$ cat config.mk
export PLATFORM = sky130hd
export DESIGN_NAME = bitslam_reg_writer
export DESIGN_NICKNAME = d
export VERILOG_FILES = /design/src/rtl/bitslam_pkg.sv /design/src/rtl/bitslam_req_fifo.sv /design/src/rtl/bitslam_reg_writer.sv
export SDC_FILE = /design/constraint.sdc
export NUM_CORES = 1
export LEC_CHECK = 0
export ABC_AREA = 0
export CAP_MARGIN = 20
export CORE_MARGIN = 2
export CORE_UTILIZATION = 45
export CTS_CLUSTER_SIZE = 14
export DETAILED_ROUTE_END_ITERATION = 10
export PLACE_DENSITY = 0.61
export SYNTH_ARGS = -nofsm -noshare
export SYNTH_HDL_FRONTEND = slang
export SYNTH_SLANG_ARGS = --single-unit
export TNS_END_PERCENT = 30
$ cat constraint.sdc
create_clock -name clk -period 2.6 [get_ports clk]
set_input_delay 0.78 -clock clk [delete_from_list [all_inputs] [get_ports clk]]
set_output_delay 0.78 -clock clk [all_outputs]
set_load 0.02 [all_outputs]
$ cat src/rtl/bitslam_pkg.sv
// Shared constants and types for the bitslam register-write bus master.
package bitslam_pkg;

  localparam int unsigned DEFAULT_DATA_W = 6;
  localparam int unsigned DEFAULT_ADDR_W = 2;

  localparam logic REG_CLK_DIV  = 1'b0;
  localparam logic REG_TAP_MASK = 1'b1;
  localparam logic VOICE0       = 1'b0;
  localparam logic VOICE1       = 1'b1;

  localparam logic BUS_SEL_ADDR = 1'b0;
  localparam logic BUS_SEL_DATA = 1'b1;

  typedef enum logic [1:0] {IDLE, ADDR, DATA} state_e;

  typedef struct packed {
    logic [DEFAULT_ADDR_W-1:0] addr;
    logic [DEFAULT_DATA_W-1:0] data;
  } req_t;

endpackage

$ cat src/rtl/bitslam_req_fifo.sv
// Request FIFO with head output plus a peek at the entry behind the head.
module bitslam_req_fifo #(
  parameter int unsigned DEPTH = 4,
  parameter int unsigned WIDTH = 8
) (
  input  logic                    clk,
  input  logic                    rst_n,
  input  logic                    push,
  input  logic                    pop,
  input  logic [WIDTH-1:0]        din,
  output logic [WIDTH-1:0]        dout,
  output logic [WIDTH-1:0]        second,
  output logic [$clog2(DEPTH):0]  count,
  output logic                    full,
  output logic                    empty
);

  localparam int unsigned PTR_W = $clog2(DEPTH);
  localparam int unsigned CNT_W = PTR_W + 1;

  logic [WIDTH-1:0] mem [DEPTH];
  logic [PTR_W-1:0] wr_ptr_q, rd_ptr_q;
  logic [CNT_W-1:0] count_q;
  logic             do_push, do_pop;

  // DEPTH is a power of two, so the count MSB alone marks full.
  assign full    = count_q[PTR_W];
  assign empty   = (count_q == '0);
  assign do_push = push && !full;
  assign do_pop  = pop && !empty;
  assign count   = count_q;
  assign dout    = mem[rd_ptr_q];
  assign second  = mem[rd_ptr_q + PTR_W'(1)];

  always_ff @(posedge clk or negedge rst_n) begin
    if (!rst_n) begin
      wr_ptr_q <= '0;
      rd_ptr_q <= '0;
      count_q  <= '0;
    end else begin
      if (do_push) wr_ptr_q <= wr_ptr_q + PTR_W'(1);
      if (do_pop)  rd_ptr_q <= rd_ptr_q + PTR_W'(1);
      count_q <= count_q + CNT_W'(do_push) - CNT_W'(do_pop);
    end
  end

  always_ff @(posedge clk) begin
    if (do_push) mem[wr_ptr_q] <= din;
  end

endmodule

$ cat src/rtl/bitslam_reg_writer.sv
// Write-side bus master for the bitslam core: queues register writes and issues
// address/data bus cycles, skipping the address phase when the core already holds it.
module bitslam_reg_writer
  import bitslam_pkg::*;
#(
  parameter int unsigned FIFO_DEPTH = 4,
  parameter int unsigned DATA_W     = DEFAULT_DATA_W,
  parameter int unsigned ADDR_W     = DEFAULT_ADDR_W
) (
  input  logic              clk,
  input  logic              rst_n,
  input  logic              req_valid,
  output logic              req_ready,
  input  logic              req_voice,
  input  logic              req_reg,
  input  logic [DATA_W-1:0] req_data,
  output logic              bus_sel,
  output logic [DATA_W-1:0] bus_val,
  output logic              busy
);

  localparam int unsigned CNT_W = $clog2(FIFO_DEPTH) + 1;

  state_e            state_q, state_d;
  logic [ADDR_W-1:0] cur_addr_q, cur_addr_d;
  logic              addr_known_q, addr_known_d;
  logic              bus_sel_d, busy_d;
  logic [DATA_W-1:0] bus_val_d;

  req_t             din, head, second, nxt;
  logic [CNT_W-1:0] count, count_nxt;
  logic             push, pop, full, empty, nxt_valid;

  assign req_ready = !full;
  assign push      = req_valid && !full;
  assign din       = '{addr: {req_voice, req_reg}, data: req_data};

  bitslam_req_fifo #(
    .DEPTH (FIFO_DEPTH),
    .WIDTH ($bits(req_t))
  ) u_fifo (
    .clk    (clk),
    .rst_n  (rst_n),
    .push   (push),
    .pop    (pop),
    .din    (din),
    .dout   (head),
    .second (second),
    .count  (count),
    .full   (full),
    .empty  (empty)
  );

  // Outputs are registered, so they are computed from the state being entered
  // and from the entry that will be at the head during that state.
  always_comb begin
    state_d      = state_q;
    cur_addr_d   = cur_addr_q;
    addr_known_d = addr_known_q;
    pop          = 1'b0;
    nxt          = head;
    nxt_valid    = !empty;

    unique case (state_q)
      IDLE: begin
        if (!empty) state_d = (addr_known_q && head.addr == cur_addr_q) ? DATA : ADDR;
      end
      ADDR: state_d = DATA;
      DATA: begin
        pop       = 1'b1;
        nxt       = (count > CNT_W'(1)) ? second : din;
        nxt_valid = (count > CNT_W'(1)) || push;
        if (!nxt_valid)                    state_d = IDLE;
        else if (nxt.addr == cur_addr_q)   state_d = DATA;
        else                               state_d = ADDR;
      end
      default: state_d = IDLE;
    endcase

    if (state_d == ADDR) begin
      cur_addr_d   = nxt.addr;
      addr_known_d = 1'b1;
    end

    bus_sel_d = BUS_SEL_ADDR;
    bus_val_d = {{(DATA_W - ADDR_W){1'b0}}, cur_addr_d};
    if (state_d == DATA) begin
      bus_sel_d = BUS_SEL_DATA;
      bus_val_d = nxt.data;
    end

    count_nxt = count + CNT_W'(push) - CNT_W'(pop);
    busy_d    = (state_d != IDLE) || (count_nxt != '0);
  end

  always_ff @(posedge clk or negedge rst_n) begin
    if (!rst_n) begin
      state_q      <= IDLE;
      cur_addr_q   <= '0;
      addr_known_q <= 1'b0;
      bus_sel      <= BUS_SEL_ADDR;
      bus_val      <= '0;
      busy         <= 1'b0;
    end else begin
      state_q      <= state_d;
      cur_addr_q   <= cur_addr_d;
      addr_known_q <= addr_known_d;
      bus_sel      <= bus_sel_d;
      bus_val      <= bus_val_d;
      busy         <= busy_d;
    end
  end

endmodule
# Yosys cells after proc, flatten, opt, wreduce, memory -nomap -nowiden
# Memories as Yosys holds them, arrays and structs flattened.
# Index checks and enable logic that the tools add are counted.
# totals
ff_bits,20
latchBits,0
mem_bits_rw,32
romBits,0
output_inout_bits,9
mem_count,1
# op_classes
add_sub_neg,6
multipliers,0
div,0
order_cmp,1
n_eq_ne,6
n_shift,0
muxes,13
n_bitwise,0
reduce_logical,12
# memory_table
name,depth,width,rd,rd_clocked_by_memory_dff,write_ports,line_no,rtl
u_fifo.mem,4,8,2,0,1,bitslam_req_fifo.sv:21,logic [WIDTH-1:0] mem [DEPTH];
# ops
operator,n
$mux 8,2
$mux 2,5
$add 3x1->3,2
$mux 6,1
$pmux 2 s3,1
$sub 3x1->3,2
$add 2x1->2 const B,2
$eq 2x1->1 const B,2
$eq 2x2->1,2
$eq 2x2->1 const B,2
$logic_and 1x1->1,4
$mux 1,4
$gt 3x1->1 const B,1
$logic_not 3->1,1
$reduce_bool 3->1,1
$logic_not 1->1,2
$logic_not 2->1,1
$logic_or 1x1->1,2
$reduce_bool 2->1,1

# Depth between registers and ports, before layout
# An unclocked memory read counts as a cell.
# logic_depth
word_depth,10
mapped_depth,11
mapped_depth_nobuf,9

# Hierarchy
# From an unflattened synthesis, not the netlist that was laid out.
# hier_totals
hier_cells,185
hier_area_um2,2728.9
# modules_own_cells
mod,n_inst,cells_per_inst,area_per_inst_um2,seq_area_each_um2
bitslam_req_fifo,1,88,1808.0,1136.1
bitslam_reg_writer,1,97,920.9,325.3

# Least setup slack after synthesis
# Ideal clock, no wire load.
# synth_timing
path_kind,flip-flop to flip-flop
startpoint,register state_q[0]
endpoint,register busy
setup_time_ps,121
arrival_ps,2130
required_time_ps,2479
slack_ps,349
path_stages_with_launch,12
cell_sequence,dfrtp_1 -> nand2b_1 -> clkbuf_1 -> inv_1 -> buf_2 -> ha_1 -> inv_1 -> ha_1 -> fa_1 -> xnor2_1 -> nor3_1 -> nand2_1
# synth_between
elab_chain_cells,5
word_cells_on_any_way,10
cone_classes,add/sub: 1; eq/ne: 2; mux: 3; reduce/logical: 4
# synth_lines
element,line_no,rtl
"start, declared",bitslam_reg_writer.sv:24,"state_e state_q, state_d;"
"start signal, assigned",bitslam_reg_writer.sv:105,state_q <= state_d;
$eq 2x2->1,bitslam_reg_writer.sv:64,unique case (state_q)
$mux 1,bitslam_reg_writer.sv:64,
$sub 3x1->3,bitslam_reg_writer.sv:92,count_nxt = count + CNT_W'(push) - CNT_W'(pop);
$reduce_bool 3->1,bitslam_reg_writer.sv:93,busy_d = (state_d != IDLE) || (count_nxt != '0);
$logic_or 1x1->1 (*),bitslam_reg_writer.sv:93,
via busy_d,bitslam_reg_writer.sv:27,"logic bus_sel_d, busy_d;"
"end signal, assigned",bitslam_reg_writer.sv:110,busy <= busy_d;
"end, declared",bitslam_reg_writer.sv:19,output logic busy
# The timed path passes the listed nets; every way through them passes the cells marked *.
# A chain may end at the register's enable or synchronous reset.

# Final worst setup path
# layout_timing
startpoint,register u_fifo.rd_ptr_q[0]
endpoint,register bus_val[1]
# layout_between
elab_chain_cells,10
word_cells_on_any_way,16
cone_classes,add/sub: 1; eq/ne: 4; mux: 9; reduce/logical: 1; memory: 1
# layout_lines
element,line_no,rtl
"start, declared",bitslam_req_fifo.sv:22,"logic [PTR_W-1:0] wr_ptr_q, rd_ptr_q;"
"start signal, assigned",bitslam_req_fifo.sv:42,if (do_pop) rd_ptr_q <= rd_ptr_q + PTR_W'(1);
$add 2x1->2,bitslam_req_fifo.sv:33,assign second = mem[rd_ptr_q + PTR_W'(1)];
$mem_v2 4x8 (*),-,
$mux 8,bitslam_reg_writer.sv:71,nxt = (count > CNT_W'(1)) ? second : din;
$eq 2x2->1,bitslam_reg_writer.sv:74,else if (nxt.addr == cur_addr_q) state_d = DATA;
$mux 2,bitslam_reg_writer.sv:74,
$mux 2,bitslam_reg_writer.sv:73,if (!nxt_valid) state_d = IDLE;
$pmux 2 s3,bitslam_reg_writer.sv:64,
$eq 2x1->1,bitslam_reg_writer.sv:80,if (state_d == ADDR) begin
$mux 2,bitslam_reg_writer.sv:80,
$mux 6 (*),bitslam_reg_writer.sv:87,if (state_d == DATA) begin
via bus_val_d[1],bitslam_reg_writer.sv:28,logic [DATA_W-1:0] bus_val_d;
"end signal, assigned",bitslam_reg_writer.sv:109,bus_val <= bus_val_d;
"end, declared",bitslam_reg_writer.sv:18,"output logic [DATA_W-1:0] bus_val,"
# Marks and branches as above.

==> flow_metrics.env <==
export IMPL_synthToLayoutAreaGrowth_pct=16.7
export IMPL_crit_fanout=10
export IMPL_drv_slew=0
export IMPL_hold_violations=0
export IMPL_grt_setup_unrepaired="false"
export IMPL_p_leak_nw=1.24
export IMPL_io_buffers=19
export IMPL_max_cap_violations=0
export IMPL_ctsResizeCount=0
export IMPL_htreeDepth=2
export IMPL_worstSetupEndpoint="bus_val[1]"
export IMPL_timing_hold_ws_ps=591
export IMPL_clock_latency_ps=310
export IMPL_grt_pass1_wl_um=8290
export IMPL_fin_crit_sh_pct=90.2
export IMPL_netlist_area_um2=2720
export IMPL_yosys_warnings=0
export IMPL_setup_viol=0
export IMPL_startpoint_type="flop"
export IMPL_seq_area_frac_synth_pct=53.8
export IMPL_path_class="reg -> reg"
export IMPL_period_needed_ps=2340
export IMPL_grt_overflow=0
export IMPL_reg2reg_from="u_fifo.rd_ptr_q[0]"
export IMPL_postLayoutSetupSlackWorst_ps=256
export IMPL_critPathRequiredTime_ps=2790
export IMPL_drt_iter0_markers=60
export IMPL_place_congestion=0.878
export IMPL_ys_seq_elements=52
export IMPL_worstHoldStart="addr_known_q"
export IMPL_track_usage_pct=17.0
export IMPL_fill_cells=492
export IMPL_dr_total_vias=1609
export IMPL_avgRoutedWirePerCell_um=17.3
export IMPL_drtPass1Iterations=4
export IMPL_outcome="completed"
export IMPL_initial_utilization_pct=46.1
export IMPL_maxSlewHeadroom_pct=66.1
export IMPL_min_delay_path_class="reg -> reg"
export IMPL_synthCells=185
export IMPL_cts_buffer_depth=2
export IMPL_peakVddDrop_v=0.000452
export IMPL_synth_edf_count=32
export IMPL_multi_input_area_um2=1150
export IMPL_cp_slowest_cell="mux4_2"
export IMPL_place_ws_ps=4.47
export IMPL_startpoint="u_fifo.rd_ptr_q[0]"
export IMPL_avgSynthCellArea_um2=14.7
export IMPL_fmax_ghz=0.427
export IMPL_wl_um=5060
export IMPL_arrival_ps=2530
export IMPL_clock_skew_ps=12.4
export IMPL_worstMarginPinSlew_ps=504
export IMPL_async_flop_share_pct=38.5
export IMPL_r2r_end="bus_val[1]"
export IMPL_n_antenna_cell=0
export IMPL_die_w_um=81.7
export IMPL_fp_coreArea_um2=5890
export IMPL_dieArea_um2=6670
export IMPL_drive_gt1_share_pct=21.7
export IMPL_dp_hpwl_um=3750
export IMPL_layout_common_cells="edfxtp_1, dfrtp_1, clkdlybuf4s50_1"
export IMPL_io_pins=20
export IMPL_detail_route_vias_per_cell=5.51
export IMPL_cts_buffers=5
export IMPL_critPathCaptureType="flop"
export IMPL_grt_pass1_vias=1658
export IMPL_power_density_nw_per_um2=1230
export IMPL_num_nets_final=239
export IMPL_synthFlopType="edfxtp_1"
export IMPL_cts_clk_slew_worst_paths_ps=100
export IMPL_r2r_cells=7
export IMPL_cts_root_buffer="clkbuf_8"
export IMPL_final_common_cell="edfxtp_1"
export IMPL_cts_sinks=52
export IMPL_grt_max_degree=21
export IMPL_postCtsHoldBufs=0
export IMPL_die_y_um=81.7
export IMPL_cts_tree="yes"
export IMPL_antenna_left=0
export IMPL_r2r_slack_ps=260
export IMPL_post_cts_buffers=0
export IMPL_seq_area_um2=1460
export IMPL_crit_path_max_incr_delay_ps=550
export IMPL_rows=28
export IMPL_antenna_found_initial=0
export IMPL_drcViolationCount=0
export IMPL_synth_nets=208
export IMPL_fin_setup_tns_ps=0
export IMPL_yosys_cell_types_count=43
export IMPL_crit_path_cell_trace="buf_4, mux4_2, or2_2, o31ai_1, nor2_1, a221oi_1, o21ai_1"
-- how the worst min path moves through the flow --
stage                         to  slack, ps  depth (start not counted)
floorplan           addr_known_q        480                          0
global placement    addr_known_q        530                          1
detailed placement  addr_known_q        560                          1
CTS                 addr_known_q        590                          1
global route        addr_known_q        610                          1
finish              addr_known_q        590                          1
-- layer usage --
| metal | share of wire [%] | GRT usage (%) | wire length [µm] |
|---|---|---|---|
| met5 | 0 | 0 | 0 |
| met4 | 0.57 | 3.67 | 29 |
| met3 | 3.9 | 4.29 | 199 |
| met2 | 54 | 29.8 | 2730 |
| met1 | 41 | 21.5 | 2090 |
-- synth_stat cells, types with 3 or more instances --
master	n	area, µm²
mux4_1	4	105
o21ai_1	3	15.0
o21a_1	3	22.5
nor2_1	12	45.0
buf_2	4	20.0
nand2_1	3	11.3
clkbuf_1	3	11.3
xnor2_1	4	35.0
dfrtp_1	20	500
mux4_2	12	270
inv_1	15	56.3
ha_1	10	125
nor3_1	6	30.0
and2_1	5	31.3
edfxtp_1	32	961
a211oi_2	4	50.1
mux2i_1	9	90.1
-- flip-flops by register name (all words and copies together), names as in the netlist --
name / flops
state_q: 2
bus_val: 6
busy: 1
u_fifo.count: 3
addr_known_q: 1
u_fifo.mem: 32
u_fifo.rd_ptr_q: 2
bus_sel: 1
u_fifo.wr_ptr_q: 2
cur_addr_q: 2
-- through the flow --
step	instance area, µm²	std cells	utilization, %	total power, mW
after detailed placement	3050	284	51.9	3.36
after CTS	3170	292	53.8	3.94
after global placement	3050	284	51.9	3.28
final	3170	292	53.8	3.88
after global routing	3170	292	53.8	4.20
after floorplan	2720	185	-	2.82
-- area by class of cell --
cell class / count / share of cell area, %
well taps: 75 / 2.96
clock buffers: 5 / 2.17
repair buffers: 32 / 9.08
flip-flops and latches: 52 / 46.1
inverters: 15 / 1.78
clock inverters: 3 / 1.46
multi-input cells: 110 / 36.4
-- worst max-delay path: cells and delay by family (launching register included) --
| family | cells | cell delay (ps) |
|---|---|---|
| AOI/OAI and AO/OA | 3 | 570 |
| and+or+nand+nor | 2 | 370 |
| buffers and inverters | 1 | 250 |
| DFF | 1 | 480 |
| muxes | 1 | 550 |
-- power breakdown --
group,internal [mW],switching (mW),total (mW)
Combinational,0.991,1.07,2.06
Clock,0.290,0.276,0.566
Sequential,1.11,0.147,1.26
-- cell families after synthesis --
logic type,synth area share (%)
flip-flops,53.8
AND/OR/NAND/NOR,7.97
multiplexers,18.1
AO/OA/AOI/OAI,8.43
buffers and inverters,3.64
adder cells (fa/ha/maj),6.08
XOR/XNOR,1.94
No activity file was read; power rests on OpenSTA's default activity.
